**src/rtl/mem_port_arbiter.sv**
```systemverilog
// Single-port memory/MIO arbiter between instruction fetch and load/store.
// Alternates on contention, holds the bus until MIO_ready or timeout, and stalls the pipeline.
module mem_port_arbiter #(
  parameter int unsigned TIMEOUT  = 255,
  parameter logic [31:0] ERR_DATA = 32'h0000_0000
) (
  input  logic        clk,
  input  logic        rst,
  input  logic        if_req,
  input  logic [31:0] if_addr,
  output logic [31:0] if_rdata,
  output logic        if_ack,
  input  logic        d_req,
  input  logic        d_we,
  input  logic [31:0] d_addr,
  input  logic [31:0] d_wdata,
  output logic [31:0] d_rdata,
  output logic        d_ack,
  output logic [31:0] bus_addr,
  output logic [31:0] bus_wdata,
  output logic        bus_we,
  output logic        bus_valid,
  input  logic [31:0] bus_rdata,
  input  logic        MIO_ready,
  output logic        stall,
  output logic        bus_err
);

  typedef enum logic [1:0] {IDLE, FETCH, DATA} state_t;

  localparam logic [15:0] WAIT_LAST = 16'(TIMEOUT - 32'd1);

  state_t      stateReg, stateNext;
  logic        lastGrantReg, lastGrantNext;   // 1 = DATA was granted last
  logic [31:0] busAddrReg, busAddrNext;
  logic [31:0] busWdataReg, busWdataNext;
  logic        busWeReg, busWeNext;
  logic        busValidReg, busValidNext;
  logic [31:0] ifRdataReg, ifRdataNext;
  logic [31:0] dRdataReg, dRdataNext;
  logic        ifAckReg, ifAckNext;
  logic        dAckReg, dAckNext;
  logic        busErrReg, busErrNext;
  logic [15:0] waitCntReg, waitCntNext;

  logic        ifElig, dElig, pickData, finish;
  logic [31:0] retData;

  always_ff @(posedge clk) begin
    if (rst) begin
      stateReg     <= IDLE;
      lastGrantReg <= 1'b0;
      busAddrReg   <= '0;
      busWdataReg  <= '0;
      busWeReg     <= 1'b0;
      busValidReg  <= 1'b0;
      ifRdataReg   <= '0;
      dRdataReg    <= '0;
      ifAckReg     <= 1'b0;
      dAckReg      <= 1'b0;
      busErrReg    <= 1'b0;
      waitCntReg   <= '0;
    end else begin
      stateReg     <= stateNext;
      lastGrantReg <= lastGrantNext;
      busAddrReg   <= busAddrNext;
      busWdataReg  <= busWdataNext;
      busWeReg     <= busWeNext;
      busValidReg  <= busValidNext;
      ifRdataReg   <= ifRdataNext;
      dRdataReg    <= dRdataNext;
      ifAckReg     <= ifAckNext;
      dAckReg      <= dAckNext;
      busErrReg    <= busErrNext;
      waitCntReg   <= waitCntNext;
    end
  end

  // A port whose ack is high this cycle is still retiring and must not be regranted.
  assign ifElig   = if_req & ~ifAckReg;
  assign dElig    = d_req & ~dAckReg;
  assign pickData = dElig & (~ifElig | ~lastGrantReg);
  assign finish   = MIO_ready | (waitCntReg == WAIT_LAST);
  assign retData  = MIO_ready ? bus_rdata : ERR_DATA;

  always_comb begin
    stateNext     = stateReg;
    lastGrantNext = lastGrantReg;
    busAddrNext   = busAddrReg;
    busWdataNext  = busWdataReg;
    busWeNext     = busWeReg;
    busValidNext  = busValidReg;
    ifRdataNext   = ifRdataReg;
    dRdataNext    = dRdataReg;
    ifAckNext     = 1'b0;
    dAckNext      = 1'b0;
    busErrNext    = 1'b0;
    waitCntNext   = waitCntReg;
    case (stateReg)
      IDLE: begin
        if (ifElig | dElig) begin
          busValidNext  = 1'b1;
          waitCntNext   = '0;
          lastGrantNext = pickData;
          if (pickData) begin
            stateNext    = DATA;
            busAddrNext  = d_addr;
            busWdataNext = d_wdata;
            busWeNext    = d_we;
          end else begin
            stateNext   = FETCH;
            busAddrNext = if_addr;
            busWeNext   = 1'b0;
          end
        end
      end
      FETCH, DATA: begin
        if (finish) begin
          // Ready on the last allowed cycle counts as a normal completion.
          stateNext    = IDLE;
          busValidNext = 1'b0;
          busWeNext    = 1'b0;
          busErrNext   = ~MIO_ready;
          if (stateReg == FETCH) begin
            ifAckNext   = 1'b1;
            ifRdataNext = retData;
          end else begin
            dAckNext = 1'b1;
            if (!busWeReg) dRdataNext = retData;
          end
        end else begin
          waitCntNext = waitCntReg + 16'd1;
        end
      end
      default: stateNext = IDLE;
    endcase
  end

  assign if_rdata  = ifRdataReg;
  assign if_ack    = ifAckReg;
  assign d_rdata   = dRdataReg;
  assign d_ack     = dAckReg;
  assign bus_addr  = busAddrReg;
  assign bus_wdata = busWdataReg;
  assign bus_we    = busWeReg;
  assign bus_valid = busValidReg;
  assign bus_err   = busErrReg;
  assign stall     = (if_req & ~if_ack) | (d_req & ~d_ack);

endmodule

```
**config.mk**
```make
export PLATFORM = sky130hd
export DESIGN_NAME = mem_port_arbiter
export DESIGN_NICKNAME = d
export VERILOG_FILES = /design/src/rtl/mem_port_arbiter.sv
export SDC_FILE = /design/constraint.sdc
export NUM_CORES = 1
export LEC_CHECK = 0
export CAP_MARGIN = 10
export CORE_MARGIN = 4
export CORE_UTILIZATION = 40
export DETAILED_ROUTE_END_ITERATION = 8
export PLACE_DENSITY = 0.79
export SETUP_SLACK_MARGIN = 0.05
export SLEW_MARGIN = 25
export SYNTH_ARGS = -nofsm -noshare
export SYNTH_HDL_FRONTEND = slang
export SYNTH_SLANG_ARGS = --single-unit
```
**constraint.sdc**
```tcl
create_clock -name clk -period 2.16 [get_ports clk]
set_input_delay 0.432 -clock clk [delete_from_list [all_inputs] [get_ports clk]]
set_output_delay 0.432 -clock clk [all_outputs]
set_load 0.01 [all_outputs]
```
==> flow_summary.toml, run 1 <==
[outcome]
status = "finished clean"

[floorplan]
io_pins = 268
start_util = 0.4155
die_x_um = 129.0
rows = 43
coreArea_um2 = 14100
die_height_um = 129.0
fp.dieArea_um2 = 16640

[yosys]
ys_warn_count = 0
syn_avg_cell_area_um2 = 9.761
syn_area_um2 = 5857
ys_async_sr_fraction = 0
yosysSeqAreaShare = 0.5195
yosysUniqueCellTypes = 43
ys.flop_type = "dfxtp_1"
syn_inst = 600
ys_ff_latch = 152
synth-edff-count = 0
synth_fp_nets = 738

[global_route]
first_global_vias = 5978
gr-total-overflow = 0
met1_usage = 0.2534
busiest_layer = "met2"
antenna_found_initial = 0
gr-usage-all-layers = 0.2274
use_met3 = 0.08385
grt_pass1_wl_mm = 30.10
met2_usage = 0.3912
grt_max_degree = 73

[power]
p_leak_nw = 3.505
ir_drop_mv = 0.6019
power.total_mw = 8.374
powerDensity_nw_per_um2 = 886.2

[clocking]
cts-root-buf = "clkbuf_16"
clk_pin_slew_ns = 0.06
ctsHoldBuffers = 0
clk_latency_ns = 0.43
htree_levels = 4
clk_path_buf_depth = 2
cts_tree = "built"
cts_buffers = 17
cts.sinks = 152

[sta]
slew_headroom = 0.4954
fin_crit_sh = 0.9505
post-route-min-period_ns = 2.053
tightestPinTransition_ns = 0.7568
rsz0062_at_grt = "yes"
fmax_mhz = 487.1
maxSlewViolCount = 0
setup_violations = 0
hold_viol = 0
finalWorstSetupSlack_ns = 0.1070
fin_worst_skew_ns = 0.01332

[detailed_routing]
ant_nets = 0
via_per_inst = 5.578
first_pass_iters = 6
drc = 0
drt_wl_total_mm = 19.30
wl_per_cell_um = 18.36
drt_iter0_drc = 471
vias = 5863

[hold_path]
hold_class = "in2reg"
holdPathStages = 3

[layout]
area_delta_synth_final_pct = 61.33
nNetsFinal = 996
antenna_cells = 0
final_layout_size_suffix_gt1_frac = 0.07577

[critical_path]
cp_data_required_time_ns = 2.43
end_kind = "flip-flop"
start_kind = "flip-flop"
critical_path.max_fanout = 14
critPathArrivalTime_ns = 2.32
critical_path_class = "reg2reg"
rr_worst_depth = 6

[job]
maxCapViolations = 0

[placed_design]
preCtsSetupSlack_ns = -0.1375
gp_congestion = 0.8811
dp_hpwl_mm = 13.73
io_buffers = 267
-- Yosys cell counts, types with 10 or more instances --
cell      count  share of area
a211oi_1     35          0.045
a21oi_1      38          0.032
a31oi_1      20          0.021
a32o_1       64           0.11
buf_2        17          0.015
clkbuf_1     33          0.021
dfxtp_1     152           0.52
inv_1        13         0.0083
mux2i_1      33          0.056
nand2_1      74          0.047
nand3_1      10         0.0085
nor2_1       41          0.026
-- cell usage in the layout (no fill, tap or decap), drive strengths merged, types with 4 or more instances in the layout --
master / count
a211oi: 35
a21oi: 38
a31oi: 21
a32o: 64
buf: 26
bufinv: 4
clkbuf: 19
clkdlybuf4s50: 265
dfxtp: 152
ha: 4
inv: 17
mux2i: 33
nand2: 74
nand2b: 8
nand3: 10
nand4: 6
nor2: 41
nor2b: 4
nor3: 4
o211ai: 7
o21ai: 8
-- registers in the layout, indices dropped and copies added (netlist names) --
register and cells:
bus_addr 32, bus_wdata 32, if_rdata 32, d_rdata 32, bus_err 1, stateReg 2
d_ack 1, bus_we 1, bus_valid 1, lastGrantReg 1, if_ack 1, waitCntReg 16
-- logic make-up (layout without fill, tap and decap cells) --
family | Yosys count | count (layout) | share of synthesized area
compound gates | 181 | 181 | 0.2401
fa+ha+maj | 4 | 4 | 0.008546
buf+inv | 66 | 337 | 0.04678
flops | 152 | 152 | 0.5195
mux | 33 | 33 | 0.05640
simple gates | 164 | 164 | 0.1286
-- per-stage QoR --
stage / instance area (µm²) / util / cells / hold WS [ns] / TNS [ns]
after floorplan: 5857 / - / 600 / 0.4500 / 0
after global placement: 8826 / 0.6261 / 1019 / 0.4427 / -0.006158
after detailed placement: 8826 / 0.6261 / 1019 / 0.4511 / -1.360
after CTS: 9449 / 0.6703 / 1051 / 0.3927 / 0
after global routing: 9449 / 0.6703 / 1051 / 0.4188 / 0
final: 9449 / 0.6703 / 1051 / 0.4094 / 0
-- cell type report --
type	count	area, µm²
Fill cell	1095	4647
Sequential cell	152	3043
Timing Repair Buffer	292	2954
Multi-Input combinational cell	382	2554
Clock buffer	19	432.9
Tap cell	180	225.2
Clock inverter	13	191.4
Inverter	13	48.80
-- critical path, stage by stage (launching register included) --
cell	delay, ns
dfxtp_1	0.33
inv_1	0.05
ha_1	0.21
and3b_1	0.18
and4_1	0.32
o211ai_2	0.60
o221ai_1	0.20
-- path summary, 6_finish.rpt --
check	startpoint	end	slack (ns)
worst max-delay path	waitCntReg[0]$_SDFFE_PP0P_	waitCntReg[15]$_SDFFE_PP0P_	0.11
worst min-delay path	rst	bus_err$_SDFF_PP0_	0.41
worst max register to register	waitCntReg[0]$_SDFFE_PP0P_	waitCntReg[15]$_SDFFE_PP0P_	0.11
worst min register to register	bus_wdata[11]$_SDFFE_PP0P_	bus_wdata[11]$_SDFFE_PP0P_	0.46
-- power by group --
| part | switching, mW | internal (mW) |
|---|---|---|
| Sequential | 0.141 | 3.08 |
| Clock | 1.20 | 1.95 |
| Combinational | 0.949 | 1.06 |
| Total | 2.29 | 6.08 |
-- timing repair --
item,4_1_cts,5_1_grt
buffers inserted,0,0
endpoints found under the setup margin,1,10
pin swaps,0,0
resized for setup,1,0
-- per-layer routing --
layer	up-vias	share of wire
li1	2756	-
met1	2820	0.37
met2	248	0.52
met3	39	0.084
met4	0	0.028
met5	-	0
No activity file was read; power rests on OpenSTA's default activity.
==> run 2: changes to the inputs <==
--- a/config.mk
+++ b/config.mk
@@ -9,8 +9,9 @@
 export CORE_MARGIN = 4
 export CORE_UTILIZATION = 40
 export DETAILED_ROUTE_END_ITERATION = 8
-export PLACE_DENSITY = 0.79
+export PLACE_DENSITY = 0.77
 export SETUP_SLACK_MARGIN = 0.05
+export SKIP_LAST_GASP = 1
 export SLEW_MARGIN = 25
 export SYNTH_ARGS = -nofsm -noshare
 export SYNTH_HDL_FRONTEND = slang
==> run 2 against run 1 <==
Compared with the run above: first-iteration DRC count fell by 11%; global-route usage barely moved; worst hold slack got worse by 0.048 ns; design area fell by 0.68%; setup slack improved by 0.018 ns; non-clock buffer count rose by 3; combinational power fell by 2%; sequential power barely moved; via count fell by 1.3%; clock power fell by 10%; maximum frequency rose by 0.90%.
==> flow_summary.toml, run 2 (synthesis gave the netlist of run 1 again) <==
[layout]
area_delta_synth_final_pct = 60.24
fin_util = 0.6658
final_cell_mix = "clkdlybuf4s50_1 (265), dfxtp_1 (152), nand2_1 (73)"
instances_no_fill = 1054
final_common_cell = "clkdlybuf4s50_1"
antenna_cells = 0
nNetsFinal = 999
fillers = 1113
final_layout_size_suffix_gt1_frac = 0.08238

[global_route]
gr-usage-all-layers = 0.2275
grt_pass1_wl_mm = 30.06
antenna_found_initial = 0
gr-total-overflow = 0
grt_max_degree = 65
first_global_vias = 5931

[detailed_routing]
ant_nets = 0
first_pass_iters = 6
wl_per_cell_um = 18.42
drc = 0
vias = 5785
drt_iter0_drc = 420
via_per_inst = 5.489
drt_wl_total_mm = 19.42

[hold_path]
min_to = "bus_we$_SDFFE_PP0P_"
hp-start = "rst"
holdPathStages = 2
hold_class = "in2reg"

[placed_design]
preCtsSetupSlack_ns = -0.1198
dp_cells = 1022
gp_congestion = 0.8377
dp_hpwl_mm = 14.27
io_buffers = 267

[critical_path]
rr_worst_depth = 6
cp_data_required_time_ns = 2.42
critical_path.max_fanout = 14
r2r_start = "stateReg[0]$_SDFFE_PP0P_"
critical_path_class = "reg2reg"
end_kind = "flip-flop"
reg2reg_slack_ns = 0.13
critPathArrivalTime_ns = 2.30
r2r-end = "waitCntReg[5]$_SDFFE_PP0P_"
start_kind = "flip-flop"

[floorplan]
fp.dieArea_um2 = 16640
die_height_um = 129.0
start_util = 0.4155
die_x_um = 129.0
coreArea_um2 = 14100
rows = 43
io_pins = 268

[sta]
tightestPinTransition_ns = 0.6659
fin_worst_skew_ns = 0.009967
setup_violations = 0
hold_viol = 0
fin_crit_sh = 0.9420
fmax_mhz = 491.5
rsz0062_at_grt = "yes"
finalWorstSetupSlack_ns = 0.1253
slew_headroom = 0.5547
post-route-min-period_ns = 2.035
maxSlewViolCount = 0

[power]
ir_drop_mv = 0.6073
p_leak_nw = 3.468
powerDensity_nw_per_um2 = 853.1

[clocking]
post_cts_buffers = 0
clk_latency_ns = 0.42
clk_path_buf_depth = 2
cts.sinks = 152
cts_buffers = 17
htree_levels = 4
cts_tree = "built"
cts-root-buf = "clkbuf_16"
clk_pin_slew_ns = 0.06

[outcome]
status = "finished clean"

[job]
maxCapViolations = 0
## run 2: area by class of cell
cell class / count / area (µm²) / share of cell area
flip-flops and latches: 152 / 3043 / 0.3242
repair buffers: 295 / 2939 / 0.3132
multi-input cells: 382 / 2555 / 0.2722
clock buffers: 19 / 452.9 / 0.04826
well taps: 180 / 225.2 / 0.02400
clock inverters: 13 / 121.4 / 0.01293
inverters: 13 / 48.80 / 0.005199
## run 2: how the worst max path moves through the flow
stage                             startpoint                     endpoint  cells past startpoint
finish              stateReg[0]$_SDFFE_PP0P_   waitCntReg[5]$_SDFFE_PP0P_                      6
global route        stateReg[0]$_SDFFE_PP0P_   waitCntReg[5]$_SDFFE_PP0P_                      6
CTS                 stateReg[0]$_SDFFE_PP0P_   waitCntReg[5]$_SDFFE_PP0P_                      6
detailed placement                     d_req   waitCntReg[5]$_SDFFE_PP0P_                      5
global placement                       d_req  waitCntReg[15]$_SDFFE_PP0P_                      5
floorplan           stateReg[0]$_SDFFE_PP0P_  waitCntReg[14]$_SDFFE_PP0P_                      6
## run 2: power breakdown
part           total (mW)  internal (mW)  switching (mW)
Sequential           3.21           3.08           0.138
Clock                2.83           1.65            1.18
Combinational        1.97           1.02           0.950
## run 2: metal layers
| metal | wire length, µm | vias up | track usage |
|---|---|---|---|
| met1 | 6946 | 2739 | 0.2379 |
| met5 | 0 | - | 0 |
| li1 | - | 2774 | - |
| met4 | 449 | 0 | 0.08894 |
| met3 | 2140 | 37 | 0.1054 |
| met2 | 9881 | 235 | 0.3966 |
## run 2: worst max-delay path, stage by stage, from the launching register on
cell      delay [ns]
dfxtp_1         0.33
inv_1           0.06
ha_1            0.39
nor2b_1         0.20
o31ai_1         0.13
o211ai_2        0.56
a31oi_1         0.20
## run 2: what timing repair did
item | in CTS | in global routing
endpoints found under the hold margin | 0 | 0
setup endpoints to repair | 1 | 48
hold buffers | 0 | 0
resized for setup | 1 | 1
## run 2: metrics by stage
step	hold WS [ns]	cell area (µm²)	power (mW)	TNS, ns
3_3_place_gp	0.4429	8811	5.178	-0.07506
2_1_floorplan	0.4500	5857	4.154	0
6_report	0.3611	9385	8.007	0
4_1_cts	0.3393	9384	8.069	0
5_1_grt	0.3536	9385	8.367	0
3_5_place_dp	0.4474	8811	5.240	-1.234
==> run 3: changes to the inputs <==
--- a/config.mk
+++ b/config.mk
@@ -5,11 +5,10 @@
 export SDC_FILE = /design/constraint.sdc
 export NUM_CORES = 1
 export LEC_CHECK = 0
-export CAP_MARGIN = 10
 export CORE_MARGIN = 4
 export CORE_UTILIZATION = 40
 export DETAILED_ROUTE_END_ITERATION = 8
-export PLACE_DENSITY = 0.77
+export PLACE_DENSITY_LB_ADDON = 0.15
 export SETUP_SLACK_MARGIN = 0.05
 export SKIP_LAST_GASP = 1
 export SLEW_MARGIN = 25
==> run 3 against run 2 <==
Compared with the run above: wire length shrank 2.6%; flip-flop and latch count unchanged; design area about the same; largest cell class unchanged.
==> flow_summary.toml, run 3 (synthesis gave the netlist of run 1 again) <==
[global_route]
antenna_found_initial = 0
gr-total-overflow = 0
busiest_layer = "met2"
use_met3 = 0.08012
grt_pass1_wl_mm = 29.64
first_global_vias = 5998
met1_usage = 0.2373
met2_usage = 0.4000
gr-usage-all-layers = 0.2220
grt_max_degree = 66

[sta]
setup_violations = 0
fin_hold_ws_ns = 0.3248
maxSlewViolCount = 0
finalWorstSetupSlack_ns = 0.1601
fin_worst_skew_ns = 0.005622
rsz0062_at_grt = "no"
hold_viol = 0
fmax_mhz = 500.0
tightestPinTransition_ns = 0.5790
slew_headroom = 0.6107
fin_tns_setup_ns = 0
fin_crit_sh = 0.9259
post-route-min-period_ns = 2.000

[floorplan]
io_pins = 268
coreArea_um2 = 14100
die_height_um = 129.0
die_x_um = 129.0
fp.dieArea_um2 = 16640
rows = 43
start_util = 0.4155

[hold_path]
hold_class = "in2reg"

[detailed_routing]
drc = 0
vias = 5797
drt_wl_total_mm = 18.91
ant_nets = 0
via_per_inst = 5.531
first_pass_iters = 4
wl_per_cell_um = 18.05
drt_iter0_drc = 290

[critical_path]
r2r_start = "stateReg[0]$_SDFFE_PP0P_"
reg2reg_slack_ns = 0.16
critPathArrivalTime_ns = 2.33
rr_worst_depth = 7
cp-startpoint = "stateReg[0]$_SDFFE_PP0P_"
r2r-end = "waitCntReg[7]$_SDFFE_PP0P_"
start_kind = "flip-flop"
cp-endpoint = "waitCntReg[7]$_SDFFE_PP0P_"
critical_path_class = "reg2reg"
end_kind = "flip-flop"
cp_data_required_time_ns = 2.49
critical_path.max_fanout = 14

[layout]
final_common_cell = "clkdlybuf4s50_1"
fillers = 1119
final_cell_mix = "clkdlybuf4s50_1 (265), dfxtp_1 (152), nand2_1 (73)"
final_layout_size_suffix_gt1_frac = 0.07488
fin_util = 0.6652
instances_no_fill = 1048
nNetsFinal = 994
area_delta_synth_final_pct = 60.09
antenna_cells = 0

[clocking]
cts_tree = "built"
post_cts_buffers = 0
cts.sinks = 152
htree_levels = 4
clk_latency_ns = 0.41
cts_buffers = 17
clk_pin_slew_ns = 0.06
cts-root-buf = "clkbuf_16"
clk_path_buf_depth = 2

[power]
powerDensity_nw_per_um2 = 858.4
p_leak_nw = 3.481
ir_drop_mv = 0.8891

[placed_design]
dp_hpwl_mm = 13.47
io_buffers = 267
gp_congestion = 0.8863
dp_cells = 1017
preCtsSetupSlack_ns = 0.005426

[outcome]
status = "finished clean"

[job]
maxCapViolations = 0
run 3: cell type report:
class,instances,area [µm²],share of cell area
clock inverters,12,127.6,0.01361
inverters,13,48.80,0.005204
flip-flops and latches,152,3043,0.3245
multi-input cells,382,2554,0.2724
clock buffers,19,452.9,0.04831
repair buffers,290,2925,0.3120
well taps,180,225.2,0.02402
run 3: how the worst min path moves through the flow:
stage	cells past startpoint	slack (ns)	to	start
2_1_floorplan	2	0.45	stateReg[1]$_SDFFE_PP0P_	stateReg[1]$_SDFFE_PP0P_
3_3_place_gp	2	0.44	bus_wdata[18]$_SDFFE_PP0P_	bus_wdata[18]$_SDFFE_PP0P_
3_5_place_dp	2	0.45	bus_wdata[0]$_SDFFE_PP0P_	bus_wdata[0]$_SDFFE_PP0P_
4_1_cts	2	0.30	bus_we$_SDFFE_PP0P_	rst
5_1_grt	2	0.31	bus_valid$_SDFFE_PP0P_	rst
6_report	2	0.32	bus_we$_SDFFE_PP0P_	rst
run 3: stage by stage:
stage | power (mW) | cell area [µm²]
global route | 8.419 | 9376
floorplan | 4.154 | 5857
global placement | 5.183 | 8786
detailed placement | 5.231 | 8786
CTS | 8.117 | 9366
finish | 8.049 | 9376
run 3: timing repair:
item | in CTS | in global routing
resized for setup | 0 | 3
hold buffers | 0 | 0
setup endpoints to repair | 0 | 65
hold endpoints to repair | 0 | 0
run 3: layer usage:
metal,share of wire,vias up,wire length [µm]
met5,0,-,0
li1,-,2757,-
met3,0.081,36,1541
met2,0.52,200,9808
met4,0.024,0,448
met1,0.38,2804,7115
run 3: critical path, cell delays in order, from the launching register on:
cell and delay [ns]:
dfxtp_1 0.31, inv_1 0.08, ha_1 0.28, inv_1 0.16, o31ai_1 0.56, o211ai_2 0.12, buf_4 0.21, a211oi_1 0.19
run 3: power by group:
group | total (mW) | internal, mW | leakage, nW | switching [mW]
clock network | 2.88 | 1.75 | 0.288 | 1.13
logic | 1.95 | 1.02 | 1.95 | 0.935
registers | 3.22 | 3.08 | 1.24 | 0.142
total | 8.05 | 5.84 | 3.48 | 2.21
